File: config.mk
export PLATFORM = sky130hd
export DESIGN_NAME = fft_sdf_stage_ctrl
export DESIGN_NICKNAME = d
export VERILOG_FILES = /design/src/rtl/fft_ctrl_pkg.sv /design/src/rtl/tw_addr_gen.sv /design/src/rtl/fft_sdf_stage_ctrl.sv
export SDC_FILE = /design/constraint.sdc
export NUM_CORES = 1
export LEC_CHECK = 0
export ABC_CLOCK_PERIOD_IN_PS = 2500
export CAP_MARGIN = 5
export CORE_UTILIZATION = 48
export DETAILED_ROUTE_END_ITERATION = 10
export HOLD_SLACK_MARGIN = 0.03
export PLACE_DENSITY = 0.87
export SYNTH_ARGS = -nofsm -noshare
export SYNTH_HDL_FRONTEND = slang
export SYNTH_HIERARCHICAL = 1
export SYNTH_SLANG_ARGS = --single-unit
File: constraint.sdc
create_clock -name clk -period 2.5 [get_ports clk]
set_clock_uncertainty 0.2 [all_clocks]
set_input_delay 0.375 -clock clk [delete_from_list [all_inputs] [get_ports clk]]
set_output_delay 0.375 -clock clk [all_outputs]
set_load 0.05 [all_outputs]
File: src/rtl/fft_ctrl_pkg.sv
// Shared types and constants for the SDF FFT stage control path.
package fft_ctrl_pkg;

    typedef enum logic [1:0] {IDLE, FILL, BFLY, DRAIN} stage_st_e;

    localparam logic OUT_SEL_SUM  = 1'b0;
    localparam logic OUT_SEL_DIFF = 1'b1;
    localparam int   TW_QUADS     = 4;

    typedef struct packed {
        logic bfly_en;
        logic sr_shift;
        logic out_sel;
        logic out_valid;
        logic out_sof;
        logic frame_done;
        logic sof_err;
    } stage_ctrl_t;

endpackage

File: src/rtl/tw_addr_gen.sv
// Twiddle ROM address from stage position: top two beat-counter bits during BFLY/DRAIN.
// Latency: combinational.
// Backpressure: none, pure decode.
module tw_addr_gen
    import fft_ctrl_pkg::*;
#(
    parameter int CW = 4
) (
    input  stage_st_e        state,
    input  logic [CW-1:0]    cnt,
    output logic [1:0]       tw_addr
);

    always_comb begin
        tw_addr = 2'd0;
        if (state == BFLY || state == DRAIN) begin
            tw_addr = cnt[CW-1:CW-2];
        end
    end

endmodule

File: src/rtl/fft_sdf_stage_ctrl.sv
// Sequencer for one radix-2 SDF FFT stage: fill, butterfly and drain half-frames.
// Latency: control strobes are a zero-latency decode of registered state/cnt and the accepted beat.
// Backpressure: in_ready drops for the HALF-cycle drain and whenever cfg_en is low.
module fft_sdf_stage_ctrl
    import fft_ctrl_pkg::*;
#(
    parameter int BEATS = 32,
    parameter int FCW   = 16
) (
    input  logic           clk,
    input  logic           rstn,
    input  logic           cfg_en,
    input  logic           in_valid,
    input  logic           in_sof,
    output logic           in_ready,
    output logic           bfly_en,
    output logic           sr_shift,
    output logic           out_sel,
    output logic [1:0]     tw_addr,
    output logic           out_valid,
    output logic           out_sof,
    output logic           frame_done,
    output logic           sof_err,
    output logic           busy,
    output logic [FCW-1:0] frame_cnt
);

    localparam int HALF = BEATS / 2;
    localparam int CW   = $clog2(HALF);
    localparam logic [CW-1:0] LAST = CW'(HALF - 1);

    stage_st_e   state;
    logic [CW-1:0] cnt;
    stage_ctrl_t ctl;
    logic        acc;
    logic        last;
    logic        mis_sof;

    always_comb begin
        in_ready = cfg_en && (state != DRAIN);
        acc      = in_valid && in_ready;
        last     = (cnt == LAST);
        // A sof anywhere but a half-frame boundary restarts the frame from this beat
        mis_sof  = acc && in_sof && (state == FILL || state == BFLY) && (cnt != '0);
        ctl      = '0;
        if (cfg_en) begin
            case (state)
                IDLE:  ctl.sr_shift = acc && in_sof;
                FILL:  ctl.sr_shift = acc;
                BFLY: begin
                    ctl.sr_shift = acc;
                    ctl.out_sel  = OUT_SEL_SUM;
                    if (acc && !mis_sof) begin
                        ctl.bfly_en   = 1'b1;
                        ctl.out_valid = 1'b1;
                        ctl.out_sof   = (cnt == '0);
                    end
                end
                DRAIN: begin
                    ctl.sr_shift   = 1'b1;
                    ctl.out_sel    = OUT_SEL_DIFF;
                    ctl.out_valid  = 1'b1;
                    ctl.frame_done = last;
                end
            endcase
        end
        ctl.sof_err = mis_sof;
    end

    always_ff @(posedge clk or negedge rstn) begin
        if (!rstn) begin
            state     <= IDLE;
            cnt       <= '0;
            frame_cnt <= '0;
        end else if (!cfg_en) begin
            state <= IDLE;
            cnt   <= '0;
        end else begin
            case (state)
                IDLE: begin
                    if (acc && in_sof) begin
                        state <= FILL;
                        cnt   <= CW'(1);
                    end
                end
                FILL, BFLY: begin
                    if (mis_sof) begin
                        state <= FILL;
                        cnt   <= CW'(1);
                    end else if (acc) begin
                        cnt <= cnt + CW'(1);
                        if (last) begin
                            cnt   <= '0;
                            state <= (state == FILL) ? BFLY : DRAIN;
                        end
                    end
                end
                DRAIN: begin
                    if (last) begin
                        state     <= IDLE;
                        cnt       <= '0;
                        frame_cnt <= frame_cnt + FCW'(1);
                    end else begin
                        cnt <= cnt + CW'(1);
                    end
                end
            endcase
        end
    end

    tw_addr_gen #(.CW(CW)) u_tw (
        .state   (state),
        .cnt     (cnt),
        .tw_addr (tw_addr)
    );

    assign bfly_en    = ctl.bfly_en;
    assign sr_shift   = ctl.sr_shift;
    assign out_sel    = ctl.out_sel;
    assign out_valid  = ctl.out_valid;
    assign out_sof    = ctl.out_sof;
    assign frame_done = ctl.frame_done;
    assign sof_err    = ctl.sof_err;
    assign busy       = (state != IDLE);

endmodule

# Word level (Yosys, flattened, before mapping)
# Cells that the tools add are included.
[word_totals] regBits=22 inputBits=5 out_inout_bits=27
[classes] n_addsub=2 eq_ne=9 n_mux=23 n_reduce_logical=17
[op_table] op="$mux 4" n=5
[op_table] op="$add 16x1->16 const B" n=1
[op_table] op="$mux 2" n=8
[op_table] op="$pmux 4 s3" n=1
[op_table] op="$ne 4x2->1 const B" n=2
[op_table] op="$logic_and 1x1->1" n=6
[op_table] op="$mux 6" n=1
[op_table] op="$ne 3x3->1 const B" n=2
[op_table] op="$pmux 2 s3" n=1
[op_table] op="$mux 1" n=5
[op_table] op="$add 4x1->4 const B" n=1
[op_table] op="$eq 2x2->1 const B" n=2
[op_table] op="$eq 4x4->1 const B" n=1
[op_table] op="$logic_not 4->1" n=1
[op_table] op="$pmux 2 s2" n=1
[op_table] op="$reduce_and 4->1" n=1
[op_table] op="$reduce_bool 4->1" n=1
[op_table] op="$pmux 1 s3" n=1
[op_table] op="$reduce_and 3->1" n=1
[op_table] op="$eq 2x1->1 const B" n=1
[op_table] op="$logic_not 2->1" n=1
[op_table] op="$logic_or 1x1->1" n=2
[op_table] op="$ne 2x2->1 const B" n=1
[op_table] op="$reduce_and 2->1" n=1
[op_table] op="other kinds (3)" n=3

# Longest topological paths before layout
# Gate-level depths: netlist (run 1).
[depth] word_depth=11 ltp_mapped=7 depth_no_buf=6

# Hierarchy
# The synthesis (run 1) kept the hierarchy.
[modules_own_cells] mod="fft_sdf_stage_ctrl" n_inst=1 cells_each=129 area_each_um2=1281.2
[modules_own_cells] mod="tw_addr_gen" n_inst=1 cells_each=2 area_each_um2=12.5

# Worst setup path before layout (run 1)
# Ideal clock, no wire load.
[synth_timing] path_kind="reg-to-output" from="register cnt[0]" to="output port out_valid" t_arrival_ps=2713 slack_ps=-788 stages_incl_launch_ff=7 cell_sequence="dfrtp_1 inv_1 ha_1 or3b_4 and3_2 clkbuf_1 o21ai_0"
[synth_via] elab_chain_cells=7
[synth_rtl] item="start, declared" line="fft_sdf_stage_ctrl.sv:33" rtl="logic [CW-1:0] cnt;"
[synth_rtl] item="start signal, assigned" line="fft_sdf_stage_ctrl.sv:91" rtl="cnt <= cnt + CW'(1);"
[synth_rtl] item="start signal, assigned" line="fft_sdf_stage_ctrl.sv:104" rtl="cnt <= cnt + CW'(1);"
[synth_rtl] item="$reduce_bool 4->1" line="fft_sdf_stage_ctrl.sv:44" rtl="mis_sof = acc && in_sof && (state == FILL || state == BFLY) && (cnt != '0);"
[synth_rtl] item="$logic_and 1x1->1" line="fft_sdf_stage_ctrl.sv:44"
[synth_rtl] item="net sof_err" line="fft_sdf_stage_ctrl.sv:23" rtl="output logic sof_err,"
[synth_rtl] item="$logic_not 1->1" line="fft_sdf_stage_ctrl.sv:53" rtl="if (acc && !mis_sof) begin"
[synth_rtl] item="$logic_and 1x1->1" line="fft_sdf_stage_ctrl.sv:53"
[synth_rtl] item="$mux 2" line="fft_sdf_stage_ctrl.sv:53"
[synth_rtl] item="$pmux 2 s2" line="fft_sdf_stage_ctrl.sv:47" rtl="case (state)"
[synth_rtl] item="$mux 6" line="fft_sdf_stage_ctrl.sv:46" rtl="if (cfg_en) begin"
[synth_rtl] item="end, declared" line="fft_sdf_stage_ctrl.sv:20" rtl="output logic out_valid,"
# The timed path passes the listed nets, and every way through them passes these cells.

# Final worst setup path (run 1)
[layout_timing] from="register cnt[0]" to="output port out_valid"
[layout_via] elab_chain_cells=7
[layout_rtl] item="$reduce_bool 4->1" line="fft_sdf_stage_ctrl.sv:44"
[layout_rtl] item="$logic_and 1x1->1" line="fft_sdf_stage_ctrl.sv:44"
[layout_rtl] item="$logic_not 1->1" line="fft_sdf_stage_ctrl.sv:53"
[layout_rtl] item="$logic_and 1x1->1" line="fft_sdf_stage_ctrl.sv:53"
[layout_rtl] item="$mux 2" line="fft_sdf_stage_ctrl.sv:53"
[layout_rtl] item="$pmux 2 s2" line="fft_sdf_stage_ctrl.sv:47"
[layout_rtl] item="$mux 6" line="fft_sdf_stage_ctrl.sv:46"
# Every way passes these cells.

==> results.toml, run 1 <==
[outcome]
outcome = "finished with violations"
violations = "setup timing"

[floorplanning]
io_pins = 32
rows = 18
die_h_um = 53.9
die_x_um = 53.9
coreArea_mm2 = 0.00252
die_area_mm2 = 0.00291
initial_core_util_pct = 51.3

[min_path]
hold_class = "input pin to async pin"

[final_layout]
layout-drive-gt1-share_pct = 22.6
antenna_cells = 0
fillCellCount = 166
multi_input_area_um2 = 744
area_growth_pct = 47.3
seq_area_um2 = 551
finalNetCount = 191
stdcell_count = 207

[global_routing]
grt_pass1_wl_um = 4970
grt_max_degree = 23
gr-usage-all-layers_pct = 24.4
grt_pass1_vias = 1077
grt_antenna_before_repair = 0
grt_overflow_total = 0

[placed_design]
place_hpwl_um = 2370
port_buffers = 31
placed_cells = 196
place_congestion = 0.948
dpl_worst_slack_ns = 0.109

[yosys]
synthArstFlopShare_pct = 100
synth.most_common_cell = "dfrtp_1"
synth_cell_types = 35
postSynthAreaPerCell_um2 = 9.88
seq_area_frac_synth_pct = 42.6
synth_cells = 131
synth_top_flop_cell = "dfrtp_1"
yosys_warnings = 6
synth_nets = 144
synth_top_cells_by_count = "22 x dfrtp_1, 11 x nand3_1, 10 x inv_1, 10 x xnor2_1"
ys_seq_elements = 22
syn_area_mm2 = 0.00129
synth_edf_count = 0
synth_top_area_share_pct = 42.6
synth_top_area_cell = "dfrtp_1"
yosys-top-cells-area = "dfrtp_1 43%, ha_1 7.7%, xnor2_1 6.8%"

[clock_network]
clkTransAtPathRegs_ns = 0.12
clock_path_buffers = 2
cts_tree = "built"
clock-root-buffer = "clkbuf_4"
cts_buffers = 3
cts.sinks = 22
cts_max_level = 1
insertion_delay_ns = 0.31
holdBufCountCts = 0

[sta]
grt_setup_unrepaired = "yes"
slew_headroom_pct = 66.0
setup_viol = 1
fmax_ghz = 0.397
whs_ns = 0.183
tns_ns = -0.0173
hold_viol = 0
setup_ws_ns = -0.0173
fin_crit_sh_pct = 101
drv_slew = 0
period_needed_ns = 2.52
worst_slew_pin_slew_ns = 0.509

[worst_setup_path]
arrival_ns = 1.94
critPathMaxFanout = 5
critPathMaxStageDelay_ns = 0.45
slowest_stage = "dfrtp_1"
path_buf_inv = 2
required_ns = 1.92
worst_path_dominant_cell_family = "simple AND/OR/NAND/NOR gates"
endpoint_kind = "output port"
path_class = "register to output port"
startpoint_type = "register"
path_cells = "inv_1 -> ha_1 -> or3b_4 -> and3_4 -> o21ai_4 -> buf_12"

[detailed_routing]
first_pass_iters = 4
drc = 0
ant_nets = 0
wl_per_cell_um = 16.2
drt_iter0_markers = 44
vias = 1160
totalWireLength_um = 3360
vias_per_cell = 5.60

[power]
power_density_mw_per_mm2 = 502
peakVddDrop_v = 0.000639
power_leakage_uw = 0.000861
totalPowerFinal_uw = 957

[flow_run]
maxCapViolations = 0
-- layout make-up --
type | count | area share (%)
multi-input cells | 97 | 39.1
flip-flops and latches | 22 | 28.9
repair buffers | 44 | 26.2
inverters | 10 | 1.97
well taps | 30 | 1.97
clock buffers | 4 | 1.90
-- state kept, by name, summed over array words and instances, names as in the netlist --
signal,count
frame_cnt,16
cnt,4
state,2
-- worst register-to-register path, cell delays in order (launching register included) --
cell	delay (ns)
dfrtp_1	0.45
inv_1	0.08
ha_1	0.13
or3b_4	0.41
buf_4	0.16
a2111oi_4	0.36
o21ai_2	0.13
o31ai_1	0.24
-- layout by cell type, fill, tap and decap left out, drive strengths merged --
cell / Yosys / routed
and2: 3 / 3
o22ai: 1 / 1
a22oi: 2 / 2
mux2: 1 / 1
a32o: 1 / 1
a21oi: 5 / 5
o31ai: 1 / 1
nand3b: 1 / 1
a2111oi: 1 / 1
nor4: 2 / 2
and3: 8 / 8
buf: 1 / 21
nand4b: 1 / 1
and4b: 1 / 1
nand2b: 1 / 1
mux2i: 1 / 1
nor3: 3 / 3
dfrtp: 22 / 22
ha: 8 / 8
nand3: 11 / 11
and3b: 1 / 1
nor2b: 1 / 1
nand2: 8 / 8
clkbuf: 1 / 4
a211oi: 2 / 2
inv: 10 / 10
nor2: 8 / 8
xnor2: 10 / 10
xor2: 5 / 5
clkdlybuf4s50: 0 / 22
dlygate4sd2: 0 / 1
nand4: 4 / 4
o32ai: 1 / 1
or3b: 1 / 1
o21ai: 4 / 4
-- timing repair --
item,4_1_cts,5_1_grt
pin swaps,0,2
setup endpoints to repair,3,4
gates resized for setup,3,4
setup buffers,0,7
-- per-stage QoR --
stage          area, µm²  util [%]
2_1_floorplan       1320         -
3_3_place_gp        1780      70.6
3_5_place_dp        1780      70.6
4_1_cts             1820      72.2
5_1_grt             1910      75.5
6_report            1910      75.5
-- metal layers --
metal  up-vias  track usage, %  share of wire, %
met2        43            40.5                52
met1       561            31.8                42
met5         -               0                 0
met4         0            5.26              0.62
met3         2            5.93               6.0
li1        554               -                 -
-- report_power, final --
part           switching (µW)  internal [µW]  leakage (µW)
clock                     111           89.1     0.0000210
sequential               16.7            369      0.000306
combinational             217            154      0.000535
total                     345            612      0.000861
-- logic make-up (layout without fill, tap and decap cells) --
group / Yosys count / in the layout / synth area share [%]
xor+xnor: 15 / 15 / 10.2
compound gates: 18 / 18 / 10.7
flops: 22 / 22 / 42.6
simple gates: 54 / 54 / 23.1
fa+ha+maj: 8 / 8 / 7.74
buf+inv: 12 / 58 / 4.06
mux: 2 / 2 / 1.64
-- worst paths after layout --
| path | startpoint | to | slack (ns) | depth (start not counted) |
|---|---|---|---|---|
| max | cnt[0] | out_valid | -0.02 | 6 |
| min | rstn | frame_cnt[14] | 0.18 | 2 |
| max reg2reg | cnt[0] | cnt[3] | 0.27 | 7 |
| min reg2reg | frame_cnt[15] | frame_cnt[15] | 0.29 | 1 |
| max in group asynchronous | rstn | frame_cnt[1] | 1.70 | 2 |
| min in group clk | frame_cnt[15] | frame_cnt[15] | 0.29 | 1 |
Power figures use the tool's default switching activity.
==> run 2: changes to the inputs <==
--- a/config.mk
+++ b/config.mk
@@ -5,12 +5,12 @@
 export SDC_FILE = /design/constraint.sdc
 export NUM_CORES = 1
 export LEC_CHECK = 0
-export ABC_CLOCK_PERIOD_IN_PS = 2500
+export ABC_CLOCK_PERIOD_IN_PS = 3000
 export CAP_MARGIN = 5
-export CORE_UTILIZATION = 48
+export CORE_UTILIZATION = 52
 export DETAILED_ROUTE_END_ITERATION = 10
 export HOLD_SLACK_MARGIN = 0.03
-export PLACE_DENSITY = 0.87
+export PLACE_DENSITY = 0.93
 export SYNTH_ARGS = -nofsm -noshare
 export SYNTH_HDL_FRONTEND = slang
 export SYNTH_HIERARCHICAL = 1
==> constraint.sdc (replaced) <==
create_clock -name clk -period 3 [get_ports clk]
set_clock_uncertainty 0.2 [all_clocks]
set_input_delay 0.45 -clock clk [delete_from_list [all_inputs] [get_ports clk]]
set_output_delay 0.45 -clock clk [all_outputs]
set_load 0.05 [all_outputs]
==> run 2 against run 1 <==
Net effect: the flow now finishes without violations; critical path depth unchanged; total power down 26%; first-iteration DRC count up 6.8%; sequential cell count unchanged; via count down 1.9%; setup slack better by 0.28 ns; register-to-register slack better by 0.57 ns; routed wire length down 6.5%; die area down 7.4%; combinational power down 30%; critical endpoint unchanged; largest power group unchanged; final cell count down 6.8%.
==> results.toml, run 2 (same netlist as run 1, synthesis figures left out) <==
[detailed_routing]
wl_per_cell_um = 16.3
totalWireLength_um = 3150
drt_iter0_markers = 47
drc = 0
vias = 1138
first_pass_iters = 4
ant_nets = 0
vias_per_cell = 5.90

[worst_setup_path]
timing.rr.start = "cnt[0]"
required_ns = 2.35
endpoint_kind = "output port"
worst_path_dominant_cell_family = "buffers and inverters"
arrival_ns = 2.09
r2r_end = "state[0]"
critPathMaxFanout = 10
startpoint_type = "input pin"
slowest_stage = "clkdlybuf4s50_1"
critPathMaxStageDelay_ns = 0.64
startpoint = "cfg_en"
path_depth = 6
r2r_slack_ns = 0.84
crit_path_end = "out_valid"
path_class = "input pin to output port"
path_cells = "clkdlybuf4s50_1 -> inv_1 -> nor2_1 -> nand3_1 -> o21ai_1 -> buf_12"
reg2reg_depth = 6
path_buf_inv = 3

[floorplanning]
die_x_um = 51.9
coreArea_mm2 = 0.00228
rows = 17
initial_core_util_pct = 56.8
io_pins = 32
die_h_um = 51.9
die_area_mm2 = 0.00269

[sta]
setup_viol = 0
drv_slew = 0
worst_slew_pin_slew_ns = 0.520
fmax_ghz = 0.365
hold_viol = 0
slew_headroom_pct = 65.3
grt_setup_unrepaired = "no"
fin_crit_sh_pct = 91.3
period_needed_ns = 2.74
tns_ns = 0

[power]
p_comb_share_pct = 36.4
clockPowerShare_pct = 18.4
power_leakage_uw = 0.000784
power_frac_seq_pct = 45.2
p_sw_share_pct = 36.9
power_density_mw_per_mm2 = 414
p_int_uw = 449
peakVddDrop_v = 0.000440
power.switching_uw = 262

[global_routing]
grt_max_degree = 23
grt_antenna_before_repair = 0
gr-usage-all-layers_pct = 26.2
grt_pass1_vias = 1165
grt_pass1_wl_um = 5160
grt_overflow_total = 0

[clock_network]
holdBufCountCts = 0
cts_buffers = 3
cts_setup_buffers = 0
cts.sinks = 22
insertion_delay_ns = 0.30
cts_max_level = 1
clock-root-buffer = "clkbuf_4"
clock_path_buffers = 2
post_cts_resized = 0
cts_tree = "built"
clkTransAtPathRegs_ns = 0.11

[final_layout]
post-route-util_pct = 75.4
largest_reg_flops = 16
final_common_cell = "clkdlybuf4s50_1"
area_growth_pct = 32.7
finalNetCount = 180
fillCellCount = 138
reg.largest.list = "frame_cnt x16, cnt x4, state x2"
antenna_cells = 0
top_register = "frame_cnt"
layout-drive-gt1-share_pct = 12.1
layout_common_cells = "23 x clkdlybuf4s50_1, 22 x dfrtp_1, 11 x nand3_1"

[flow_run]
maxCapViolations = 0

[placed_design]
place_congestion = 0.831
port_buffers = 31
place_hpwl_um = 2440

[outcome]
outcome = "finished, final reports clean"

[min_path]
hold_class = "input pin to async pin"
run 2: cell types whose count changed in the layout (fill, tap and decap cells not counted), sizes merged:
cell,change
dlygate4sd2,-1
buf,-11
clkdlybuf4s50,+1
clkbuf,-1
run 2: worst min-delay path by stage:
stage	cells past startpoint	end	from	slack (ns)
finish	2	frame_cnt[11]	rstn	0.27
global route	2	frame_cnt[15]	rstn	0.29
CTS	2	frame_cnt[14]	rstn	0.28
detailed placement	1	frame_cnt[11]	frame_cnt[11]	0.29
global placement	1	frame_cnt[15]	frame_cnt[15]	0.26
floorplan	0	cnt[0]	rstn	-0.05
run 2: layout make-up:
type / count / area [µm²] / area share (%)
Clock buffer: 3 / 22.5 / 1.31
Inverter: 10 / 37.5 / 2.19
Multi-Input combinational cell: 97 / 691 / 40.2
Sequential cell: 22 / 551 / 32.1
Tap cell: 28 / 35.0 / 2.04
Timing Repair Buffer: 33 / 380 / 22.2
run 2: layer usage:
metal | vias up | GRT usage, % | share of wire [%]
met5 | - | 0 | 0
met1 | 537 | 31.8 | 39
met2 | 53 | 44.0 | 51
li1 | 527 | - | -
met3 | 21 | 6.43 | 6.3
met4 | 0 | 10.4 | 3.4
run 2: power by group through the flow:
| stage | registers (µW) | logic [µW] | clock network, µW |
|---|---|---|---|
| after global placement | 326 | 238 | 0 |
| after floorplan | 323 | 176 | 0 |
| after global routing | 323 | 273 | 146 |
| after CTS | 321 | 252 | 136 |
| final | 321 | 259 | 131 |
| after detailed placement | 327 | 250 | 0 |
run 2: per-stage QoR:
step	hold WS, ns	setup slack [ns]	cells	total power [µW]	area (µm²)
5_1_grt	0.286	0.183	193	742	1720
3_3_place_gp	0.260	0.434	190	564	1690
3_5_place_dp	0.289	0.290	190	577	1690
2_1_floorplan	-0.0456	0.0176	131	499	1290
4_1_cts	0.278	0.291	193	709	1720
6_report	0.271	0.260	193	711	1720
==> run 3: changes to the inputs <==
--- a/config.mk
+++ b/config.mk
@@ -5,8 +5,7 @@
 export SDC_FILE = /design/constraint.sdc
 export NUM_CORES = 1
 export LEC_CHECK = 0
-export ABC_CLOCK_PERIOD_IN_PS = 3000
-export CAP_MARGIN = 5
+export CAP_MARGIN = 20
 export CORE_UTILIZATION = 52
 export DETAILED_ROUTE_END_ITERATION = 10
 export HOLD_SLACK_MARGIN = 0.03
==> results of run 3 <==
No change in the layout: final DEF, timing and power equal those of run 2.
